<file path="config.mk">
export PLATFORM = sky130hd
export DESIGN_NAME = fetch_unit_flat
export DESIGN_NICKNAME = d
export VERILOG_FILES = /design/src/rtl/fetch_unit_pkg.sv /design/src/rtl/fetch_unit_if.sv /design/src/rtl/fetch_unit_predecode.sv /design/src/rtl/fetch_unit.sv /design/src/flat_wrapper.sv
export SDC_FILE = /design/constraint.sdc
export NUM_CORES = 1
export LEC_CHECK = 0
export BUFFER_PORTS_ARGS = -buffer_cell sky130_fd_sc_hd__buf_2
export CORE_ASPECT_RATIO = 0.9
export CORE_UTILIZATION = 40
export CTS_CLUSTER_DIAMETER = 40
export DETAILED_ROUTE_END_ITERATION = 10
export GPL_ROUTABILITY_DRIVEN = 0
export MAX_ROUTING_LAYER = met4
export PLACE_DENSITY = 0.69
export RECOVER_POWER = 50
export SYNTH_ARGS = -nofsm -noshare
export SYNTH_HDL_FRONTEND = slang
export SYNTH_HIERARCHICAL = 1
export SYNTH_SLANG_ARGS = --single-unit
</file>
<file path="constraint.sdc">
create_clock -name clk -period 10.9 [get_ports clk]
set_input_delay 1.09 -clock clk [delete_from_list [all_inputs] [get_ports clk]]
set_output_delay 1.09 -clock clk [all_outputs]
set_load 0.01 [all_outputs]
</file>
<file path="src/rtl/fetch_unit_pkg.sv">
// Shared definitions for the instruction fetch unit: RISC-V opcode, quadrant and
// funct3 encodings used by predecode, the FSM state type and the queue entry type.
package fetch_unit_pkg;

    localparam logic [6:0] OPC_JAL    = 7'b1101111;
    localparam logic [6:0] OPC_JALR   = 7'b1100111;
    localparam logic [6:0] OPC_BRANCH = 7'b1100011;

    // Compressed quadrants (inst[1:0]); 2'b11 marks a full 32-bit instruction
    localparam logic [1:0] QUAD_1  = 2'b01;
    localparam logic [1:0] QUAD_2  = 2'b10;
    localparam logic [1:0] QUAD_32 = 2'b11;

    localparam logic [2:0] F3_CJAL  = 3'b001;
    localparam logic [2:0] F3_CJ    = 3'b101;
    localparam logic [2:0] F3_CBEQZ = 3'b110;
    localparam logic [2:0] F3_CBNEZ = 3'b111;
    localparam logic [2:0] F3_CJR   = 3'b100;

    typedef enum logic [1:0] {
        ST_IDLE  = 2'b00,
        ST_WAIT  = 2'b01,
        ST_STALL = 2'b10
    } fetch_state_e;

    typedef struct packed {
        logic [31:0] inst;
        logic [31:0] pc;
        logic [31:0] pred_pc;
        logic        is_c;
    } fetch_entry_t;

    localparam fetch_entry_t ENTRY_ZERO = '{inst: 32'h0000_0000, pc: 32'h0000_0000,
                                           pred_pc: 32'h0000_0000, is_c: 1'b0};

endpackage

</file>
<file path="src/rtl/fetch_unit_if.sv">
// Fetch unit bus bundle: memory request/response, redirect and instruction output.
// master = fetch unit side, slave = memory/consumer environment side.
interface fetch_unit_if;
    logic        redirect;
    logic [31:0] redirect_pc;
    logic        mem_req;
    logic [31:0] mem_addr;
    logic        mem_valid;
    logic [31:0] mem_data;
    logic        out_valid;
    logic        out_ready;
    logic [31:0] out_inst;
    logic [31:0] out_pc;
    logic [31:0] out_pred_pc;
    logic        out_is_c;
    logic        out_stall_jalr;

    modport master (
        input  redirect, redirect_pc, mem_valid, mem_data, out_ready,
        output mem_req, mem_addr, out_valid, out_inst, out_pc, out_pred_pc,
               out_is_c, out_stall_jalr
    );

    modport slave (
        output redirect, redirect_pc, mem_valid, mem_data, out_ready,
        input  mem_req, mem_addr, out_valid, out_inst, out_pc, out_pred_pc,
               out_is_c, out_stall_jalr
    );
endinterface

</file>
<file path="src/rtl/fetch_unit_predecode.sv">
// Combinational predecode: instruction size, immediate extraction and next-pc
// prediction for one fetched word at a given pc.
module fetch_predecode
    import fetch_unit_pkg::*;
#(
    parameter int unsigned PREDICT_MODE = 1
) (
    input  logic [31:0]  raw_i,
    input  logic [31:0]  pc_i,
    output fetch_entry_t entry_o,
    output logic         is_jalr_o
);
    localparam logic BTFN_C = (PREDICT_MODE == 32'd1);

    logic        is_c_s;
    logic        take_s;
    logic [31:0] imm_s;
    logic [31:0] step_s;

    // Decode size and control-flow class; conditional branches are taken only
    // when backward (negative offset) and the backward-taken policy is enabled.
    always_comb begin
        is_c_s    = (raw_i[1:0] != QUAD_32);
        step_s    = is_c_s ? 32'd2 : 32'd4;
        imm_s     = 32'h0000_0000;
        take_s    = 1'b0;
        is_jalr_o = 1'b0;
        if (!is_c_s) begin
            case (raw_i[6:0])
                OPC_JAL: begin
                    imm_s  = {{11{raw_i[31]}}, raw_i[31], raw_i[19:12], raw_i[20],
                              raw_i[30:21], 1'b0};
                    take_s = 1'b1;
                end
                OPC_BRANCH: begin
                    imm_s  = {{19{raw_i[31]}}, raw_i[31], raw_i[7], raw_i[30:25],
                              raw_i[11:8], 1'b0};
                    take_s = BTFN_C && raw_i[31];
                end
                OPC_JALR: is_jalr_o = 1'b1;
                default:  take_s = 1'b0;
            endcase
        end else begin
            case ({raw_i[1:0], raw_i[15:13]})
                {QUAD_1, F3_CJ}, {QUAD_1, F3_CJAL}: begin
                    imm_s  = {{20{raw_i[12]}}, raw_i[12], raw_i[8], raw_i[10:9], raw_i[6],
                              raw_i[7], raw_i[2], raw_i[11], raw_i[5:3], 1'b0};
                    take_s = 1'b1;
                end
                {QUAD_1, F3_CBEQZ}, {QUAD_1, F3_CBNEZ}: begin
                    imm_s  = {{23{raw_i[12]}}, raw_i[12], raw_i[6:5], raw_i[2],
                              raw_i[11:10], raw_i[4:3], 1'b0};
                    take_s = BTFN_C && raw_i[12];
                end
                {QUAD_2, F3_CJR}: begin
                    // C.JR / C.JALR: rs2 zero, rs1 non-zero (excludes C.EBREAK)
                    if ((raw_i[6:2] == 5'd0) && (raw_i[11:7] != 5'd0)) begin
                        is_jalr_o = 1'b1;
                    end else begin
                        is_jalr_o = 1'b0;
                    end
                end
                default: take_s = 1'b0;
            endcase
        end
        entry_o.inst    = is_c_s ? {16'h0000, raw_i[15:0]} : raw_i;
        entry_o.pc      = pc_i;
        entry_o.pred_pc = take_s ? (pc_i + imm_s) : (pc_i + step_s);
        entry_o.is_c    = is_c_s;
    end

endmodule

</file>
<file path="src/rtl/fetch_unit.sv">
// Instruction fetch unit: single-outstanding memory requester, predecode with
// static prediction, and a fetched-instruction queue with registered head outputs.
module fetch_unit
    import fetch_unit_pkg::*;
#(
    parameter int unsigned QUEUE_DEPTH  = 8,
    parameter logic [31:0] RESET_PC     = 32'h0000_0000,
    parameter int unsigned PREDICT_MODE = 1
) (
    input  logic         clk,
    input  logic         rst,
    fetch_unit_if.master bus
);
    localparam int unsigned PTR_W = (QUEUE_DEPTH > 1) ? $clog2(QUEUE_DEPTH) : 1;
    localparam int unsigned CNT_W = PTR_W + 1;
    localparam logic [CNT_W-1:0] DEPTH_C  = CNT_W'(QUEUE_DEPTH);
    localparam logic [CNT_W-1:0] CNT_ZERO = {CNT_W{1'b0}};
    localparam logic [CNT_W-1:0] CNT_ONE  = CNT_W'(1'b1);
    localparam logic [PTR_W-1:0] PTR_ZERO = {PTR_W{1'b0}};
    localparam logic [PTR_W-1:0] PTR_ONE  = PTR_W'(1'b1);

    fetch_state_e state_q;
    logic [31:0]  fetch_pc_q;
    logic [31:0]  mem_addr_q;
    logic         mem_req_q;
    logic         stale_q;
    logic         stall_q;

    fetch_entry_t queue_q [QUEUE_DEPTH];
    fetch_entry_t head_q, head_d;
    logic         out_valid_q;
    logic [PTR_W-1:0] rd_ptr_q, rd_ptr_d, wr_ptr_q, wr_ptr_d;
    logic [CNT_W-1:0] count_q, count_d;

    fetch_entry_t pd_entry_s;
    logic         pd_is_jalr_s;
    logic         enq_s;
    logic         deq_s;

    fetch_predecode #(
        .PREDICT_MODE(PREDICT_MODE)
    ) u_predecode (
        .raw_i    (bus.mem_data),
        .pc_i     (fetch_pc_q),
        .entry_o  (pd_entry_s),
        .is_jalr_o(pd_is_jalr_s)
    );

    // Queue next state; a redirect flushes and overrides any same-cycle dequeue.
    always_comb begin
        enq_s    = (state_q == ST_WAIT) && bus.mem_valid && !stale_q && !bus.redirect;
        deq_s    = out_valid_q && bus.out_ready && !bus.redirect;
        rd_ptr_d = rd_ptr_q;
        wr_ptr_d = wr_ptr_q;
        count_d  = count_q;
        if (bus.redirect) begin
            rd_ptr_d = PTR_ZERO;
            wr_ptr_d = PTR_ZERO;
            count_d  = CNT_ZERO;
        end else begin
            wr_ptr_d = enq_s ? (wr_ptr_q + PTR_ONE) : wr_ptr_q;
            rd_ptr_d = deq_s ? (rd_ptr_q + PTR_ONE) : rd_ptr_q;
            case ({enq_s, deq_s})
                2'b10:   count_d = count_q + CNT_ONE;
                2'b01:   count_d = count_q - CNT_ONE;
                default: count_d = count_q;
            endcase
        end
        // The entry being written this cycle becomes head when it lands at rd_ptr_d
        if (enq_s && (wr_ptr_q == rd_ptr_d)) begin
            head_d = pd_entry_s;
        end else begin
            head_d = queue_q[rd_ptr_d];
        end
    end

    // Queue storage write.
    always_ff @(posedge clk) begin
        if (enq_s) begin
            queue_q[wr_ptr_q] <= pd_entry_s;
        end
    end

    // Queue pointers and registered head; head holds its last value while empty.
    always_ff @(posedge clk) begin
        if (rst) begin
            rd_ptr_q    <= PTR_ZERO;
            wr_ptr_q    <= PTR_ZERO;
            count_q     <= CNT_ZERO;
            out_valid_q <= 1'b0;
            head_q      <= ENTRY_ZERO;
        end else begin
            rd_ptr_q    <= rd_ptr_d;
            wr_ptr_q    <= wr_ptr_d;
            count_q     <= count_d;
            out_valid_q <= (count_d != CNT_ZERO);
            if (count_d != CNT_ZERO) begin
                head_q <= head_d;
            end
        end
    end

    // Fetch FSM with registered request outputs.
    always_ff @(posedge clk) begin
        if (rst) begin
            state_q    <= ST_IDLE;
            fetch_pc_q <= RESET_PC;
            mem_req_q  <= 1'b0;
            mem_addr_q <= RESET_PC;
            stale_q    <= 1'b0;
            stall_q    <= 1'b0;
        end else begin
            mem_req_q <= 1'b0;
            if (bus.redirect) begin
                state_q    <= ST_IDLE;
                fetch_pc_q <= {bus.redirect_pc[31:1], 1'b0};
                stall_q    <= 1'b0;
                // A request still in flight will answer later and must be dropped
                if ((state_q == ST_WAIT) && !bus.mem_valid) begin
                    stale_q <= 1'b1;
                end else if (bus.mem_valid) begin
                    stale_q <= 1'b0;
                end else begin
                    stale_q <= stale_q;
                end
            end else begin
                if (stale_q && bus.mem_valid) begin
                    stale_q <= 1'b0;
                end
                case (state_q)
                    ST_IDLE: begin
                        if (!stale_q && (count_q < DEPTH_C)) begin
                            mem_req_q  <= 1'b1;
                            mem_addr_q <= fetch_pc_q;
                            state_q    <= ST_WAIT;
                        end
                    end
                    ST_WAIT: begin
                        if (enq_s) begin
                            fetch_pc_q <= pd_entry_s.pred_pc;
                            if (pd_is_jalr_s) begin
                                state_q <= ST_STALL;
                                stall_q <= 1'b1;
                            end else begin
                                state_q <= ST_IDLE;
                            end
                        end
                    end
                    ST_STALL: state_q <= ST_STALL;
                    default:  state_q <= ST_IDLE;
                endcase
            end
        end
    end

    assign bus.mem_req        = mem_req_q;
    assign bus.mem_addr       = mem_addr_q;
    assign bus.out_valid      = out_valid_q;
    assign bus.out_inst       = head_q.inst;
    assign bus.out_pc         = head_q.pc;
    assign bus.out_pred_pc    = head_q.pred_pc;
    assign bus.out_is_c       = head_q.is_c;
    assign bus.out_stall_jalr = stall_q;

endmodule

</file>
<file path="src/flat_wrapper.sv">
// flat-port wrapper written by rule: the top's interface ports become plain ports
module fetch_unit_flat import fetch_unit_pkg::*;
#(
    parameter int unsigned QUEUE_DEPTH  = 8,
    parameter logic [31:0] RESET_PC     = 32'h0000_0000,
    parameter int unsigned PREDICT_MODE = 1
)
  (clk, rst, bus_redirect, bus_redirect_pc, bus_mem_valid, bus_mem_data, bus_out_ready, bus_mem_req, bus_mem_addr, bus_out_valid, bus_out_inst, bus_out_pc, bus_out_pred_pc, bus_out_is_c, bus_out_stall_jalr);
  fetch_unit_if bus_i ();
  input  logic clk;
  input  logic rst;
  input wire logic [$bits(bus_i.redirect)-1:0] bus_redirect;
  input wire logic [$bits(bus_i.redirect_pc)-1:0] bus_redirect_pc;
  input wire logic [$bits(bus_i.mem_valid)-1:0] bus_mem_valid;
  input wire logic [$bits(bus_i.mem_data)-1:0] bus_mem_data;
  input wire logic [$bits(bus_i.out_ready)-1:0] bus_out_ready;
  output wire logic [$bits(bus_i.mem_req)-1:0] bus_mem_req;
  output wire logic [$bits(bus_i.mem_addr)-1:0] bus_mem_addr;
  output wire logic [$bits(bus_i.out_valid)-1:0] bus_out_valid;
  output wire logic [$bits(bus_i.out_inst)-1:0] bus_out_inst;
  output wire logic [$bits(bus_i.out_pc)-1:0] bus_out_pc;
  output wire logic [$bits(bus_i.out_pred_pc)-1:0] bus_out_pred_pc;
  output wire logic [$bits(bus_i.out_is_c)-1:0] bus_out_is_c;
  output wire logic [$bits(bus_i.out_stall_jalr)-1:0] bus_out_stall_jalr;
  assign bus_i.redirect = bus_redirect;
  assign bus_i.redirect_pc = bus_redirect_pc;
  assign bus_i.mem_valid = bus_mem_valid;
  assign bus_i.mem_data = bus_mem_data;
  assign bus_i.out_ready = bus_out_ready;
  assign bus_mem_req = bus_i.mem_req;
  assign bus_mem_addr = bus_i.mem_addr;
  assign bus_out_valid = bus_i.out_valid;
  assign bus_out_inst = bus_i.out_inst;
  assign bus_out_pc = bus_i.out_pc;
  assign bus_out_pred_pc = bus_i.out_pred_pc;
  assign bus_out_is_c = bus_i.out_is_c;
  assign bus_out_stall_jalr = bus_i.out_stall_jalr;
  fetch_unit #(.QUEUE_DEPTH(QUEUE_DEPTH), .RESET_PC(RESET_PC), .PREDICT_MODE(PREDICT_MODE)) u_core (.clk(clk), .rst(rst), .bus(bus_i));
endmodule
</file>
==> impl_metrics.py <==
metrics = {
    "clock_network": {
        "clk_pin_slew_ns": 0.06,
        "ctsLongestPathBuffers": 3,
        "clk_latency_ns": 0.70,
        "htree_levels": 3,
        "clock_sinks": 953,
        "cts_setup_buffers": 0,
        "post_cts_resized": 0,
        "tritoncts.num_buffers": 114,
        "cts-root-buf": "clkbuf_16",
        "hold_buffers": 0,
        "cts_tree": "yes",
    },
    "global_route": {
        "grt_pass1_vias": 26921,
        "antenna_found_initial": 13,
        "grt_pass1_wl_um": 173000,
        "grt_usage": 0.230,
        "grt_max_degree": 181,
        "grt_overflow": 0,
    },
    "status": {
        "violations": "max-capacitance violations, max-slew violations",
        "status": "finished with violations",
    },
    "pwr": {
        "vdd_ir_drop_max_mv": 0.146,
        "power.density_nw_per_um2": 179,
        "power.total_mw": 8.27,
        "p_leak_nw": 14.4,
    },
    "routing": {
        "routed_wl_um": 117000,
        "drt_iter0_drc": 3210,
        "wl_per_cell_um": 25.6,
        "num_vias": 27736,
        "drt-pass1-iter-count": 9,
        "final_antenna_net_count": 0,
        "viasPerCell": 6.04,
        "route.detailed.drc": 0,
    },
    "sta": {
        "fin_tns_setup_ns": 0,
        "rsz0062_at_grt": "false",
        "worst_pin_slew_ns": 4.14,
        "slew_headroom": -1.76,
        "hold_viol": 0,
        "maxSlewViolCount": 582,
        "period_share": 0.728,
        "fin_crit_ns": 7.94,
        "max_freq_mhz": 126,
        "setup_viol": 0,
        "fin_skew_ns": 0.0318,
    },
    "floorplanning": {
        "io_pins": 201,
        "core-area_sq_um": 100000,
        "rows": 110,
        "start_util": 0.405,
        "chipWidth_um": 338,
        "fp.dieH_um": 304,
        "floorplan.die_area_sq_um": 103000,
    },
    "hold_path": {
        "hp-class": "register to register",
    },
    "critical_path": {
        "arrival_ns": 8.53,
        "path_max_fanout": 76,
        "start_kind": "input pin",
        "critical_path_required_ns": 11.49,
        "worstSetupPathType": "input pin to register",
        "endpoint_kind": "register",
    },
    "logic_synthesis": {
        "syn_nets": 3206,
        "async_flop_share": 0,
        "synth_edf_count": 776,
        "yosys_warnings": 6,
        "synth_largest_area_cell": "edfxtp_1",
        "synth_area_leaders": "edfxtp_1, dfxtp_1, a211oi_1",
        "yosysTopAreaCellShare": 0.573,
        "synth_area_sq_um": 40700,
        "synthFlopType": "edfxtp_1",
        "yosysSeqAreaShare": 0.660,
        "syn-instance-count": 3101,
        "synth.most_common_cell": "edfxtp_1",
        "synthDistinctLibCells": 68,
        "synth_common_cells": "edfxtp_1, a211oi_1, a21oi_1",
        "synth.avg_cell_area_sq_um": 13.1,
        "ys_ff_latch": 953,
    },
    "placement": {
        "io_buffers": 199,
        "hpwl_um": 64200,
    },
    "job": {
        "cap_viol_max_count": 14,
    },
    "layout": {
        "fin_nets": 3241,
        "areaGrowthSynthToFinish_pct": 13.6,
        "drive_gt1_frac": 0.0961,
    },
}
==> report_power, final <==
part	switching (mW)	internal, mW
Clock	1.57	2.42
Combinational	0.200	0.0728
Sequential	0.0436	3.97
==> layer usage <==
metal / vias up / wire length, um / track usage
met5: - / 0 / -
met4: 0 / 4310 / 0.0932
met3: 201 / 11800 / 0.0596
met2: 1383 / 53100 / 0.339
met1: 13883 / 48200 / 0.300
li1: 12269 / - / -
==> worst paths after layout <==
path / end / slack [ns] / cells past startpoint / start
worst max-delay path: u_core/bus.out_inst[26] / 2.96 / 13 / bus_redirect
worst min-delay path: u_core/bus.mem_addr[0] / 0.45 / 2 / u_core/bus.mem_addr[0]
worst max register to register: u_core/bus.out_inst[26] / 5.41 / 13 / u_core/bus.out_valid
worst min register to register: u_core/bus.mem_addr[0] / 0.45 / 2 / u_core/bus.mem_addr[0]
==> flip-flops by register name, summed over array words and instances, names as in the netlist <==
name                       count
u_core/queue_q               776
u_core/bus.mem_addr           32
u_core/bus.out_inst           32
u_core/bus.out_pc             32
u_core/bus.out_pred_pc        32
u_core/fetch_pc_q             32
u_core/count_q                 4
u_core/rd_ptr_q                3
u_core/wr_ptr_q                3
u_core/state_q                 2
u_core/bus.mem_req             1
u_core/bus.out_is_c            1
u_core/bus.out_stall_jalr      1
u_core/bus.out_valid           1
u_core/stale_q                 1
==> through the flow <==
stage / hold slack, ns / cells / utilization / instance area [sq um] / setup WS, ns
2_1_floorplan: 0.439 / 3101 / - / 40700 / 1.95
3_3_place_gp: 0.443 / 4364 / 0.422 / 42400 / 4.61
3_5_place_dp: 0.444 / 4364 / 0.422 / 42400 / 4.50
4_1_cts: 0.453 / 4581 / 0.463 / 46400 / 5.18
5_1_grt: 0.476 / 4592 / 0.460 / 46200 / 2.48
6_report: 0.453 / 4592 / 0.460 / 46200 / 2.96
==> critical path: stages <==
cell	delay, ns
clkbuf_1	2.84
nor2_1	0.68
inv_1	0.56
ha_1	0.32
xor2_1	0.10
ha_1	0.18
a21oi_1	0.16
mux2i_1	0.27
xor2_1	0.39
a41o_4	0.76
buf_4	0.75
nand3b_1	0.16
o211ai_1	0.14
==> cells in the final DEF (no fill, tap or decap), drive strengths merged, types with 90 or more instances in the layout <==
master  count
a211oi    295
buf        90
o221ai    194
clkbuf    294
a21oi     239
inv       120
mux2i     101
edfxtp    776
o21ai     118
nand4b     97
nand3b     99
dfxtp     177
o211ai    102
nand2     169
==> kinds of logic after synthesis <==
logic type,count (synthesis),share of synthesized area
buf+inv,434,0.0474
fa+ha+maj,36,0.0113
xor+xnor,39,0.00840
compound gates,1007,0.172
mux,102,0.0251
simple gates,530,0.0756
flops,953,0.660
==> cell type report <==
class                           count  area, sq um
Tap cell                         1344         1680
Antenna cell                       11         27.5
Inverter                          105          394
Fill cell                        8781        54100
Clock inverter                     81         1010
Timing Repair Buffer              248         1170
Clock buffer                      136         3070
Sequential cell                   953        26800
Multi-Input combinational cell   1714        12000
Note: power is estimated with default switching activity, not from simulation.
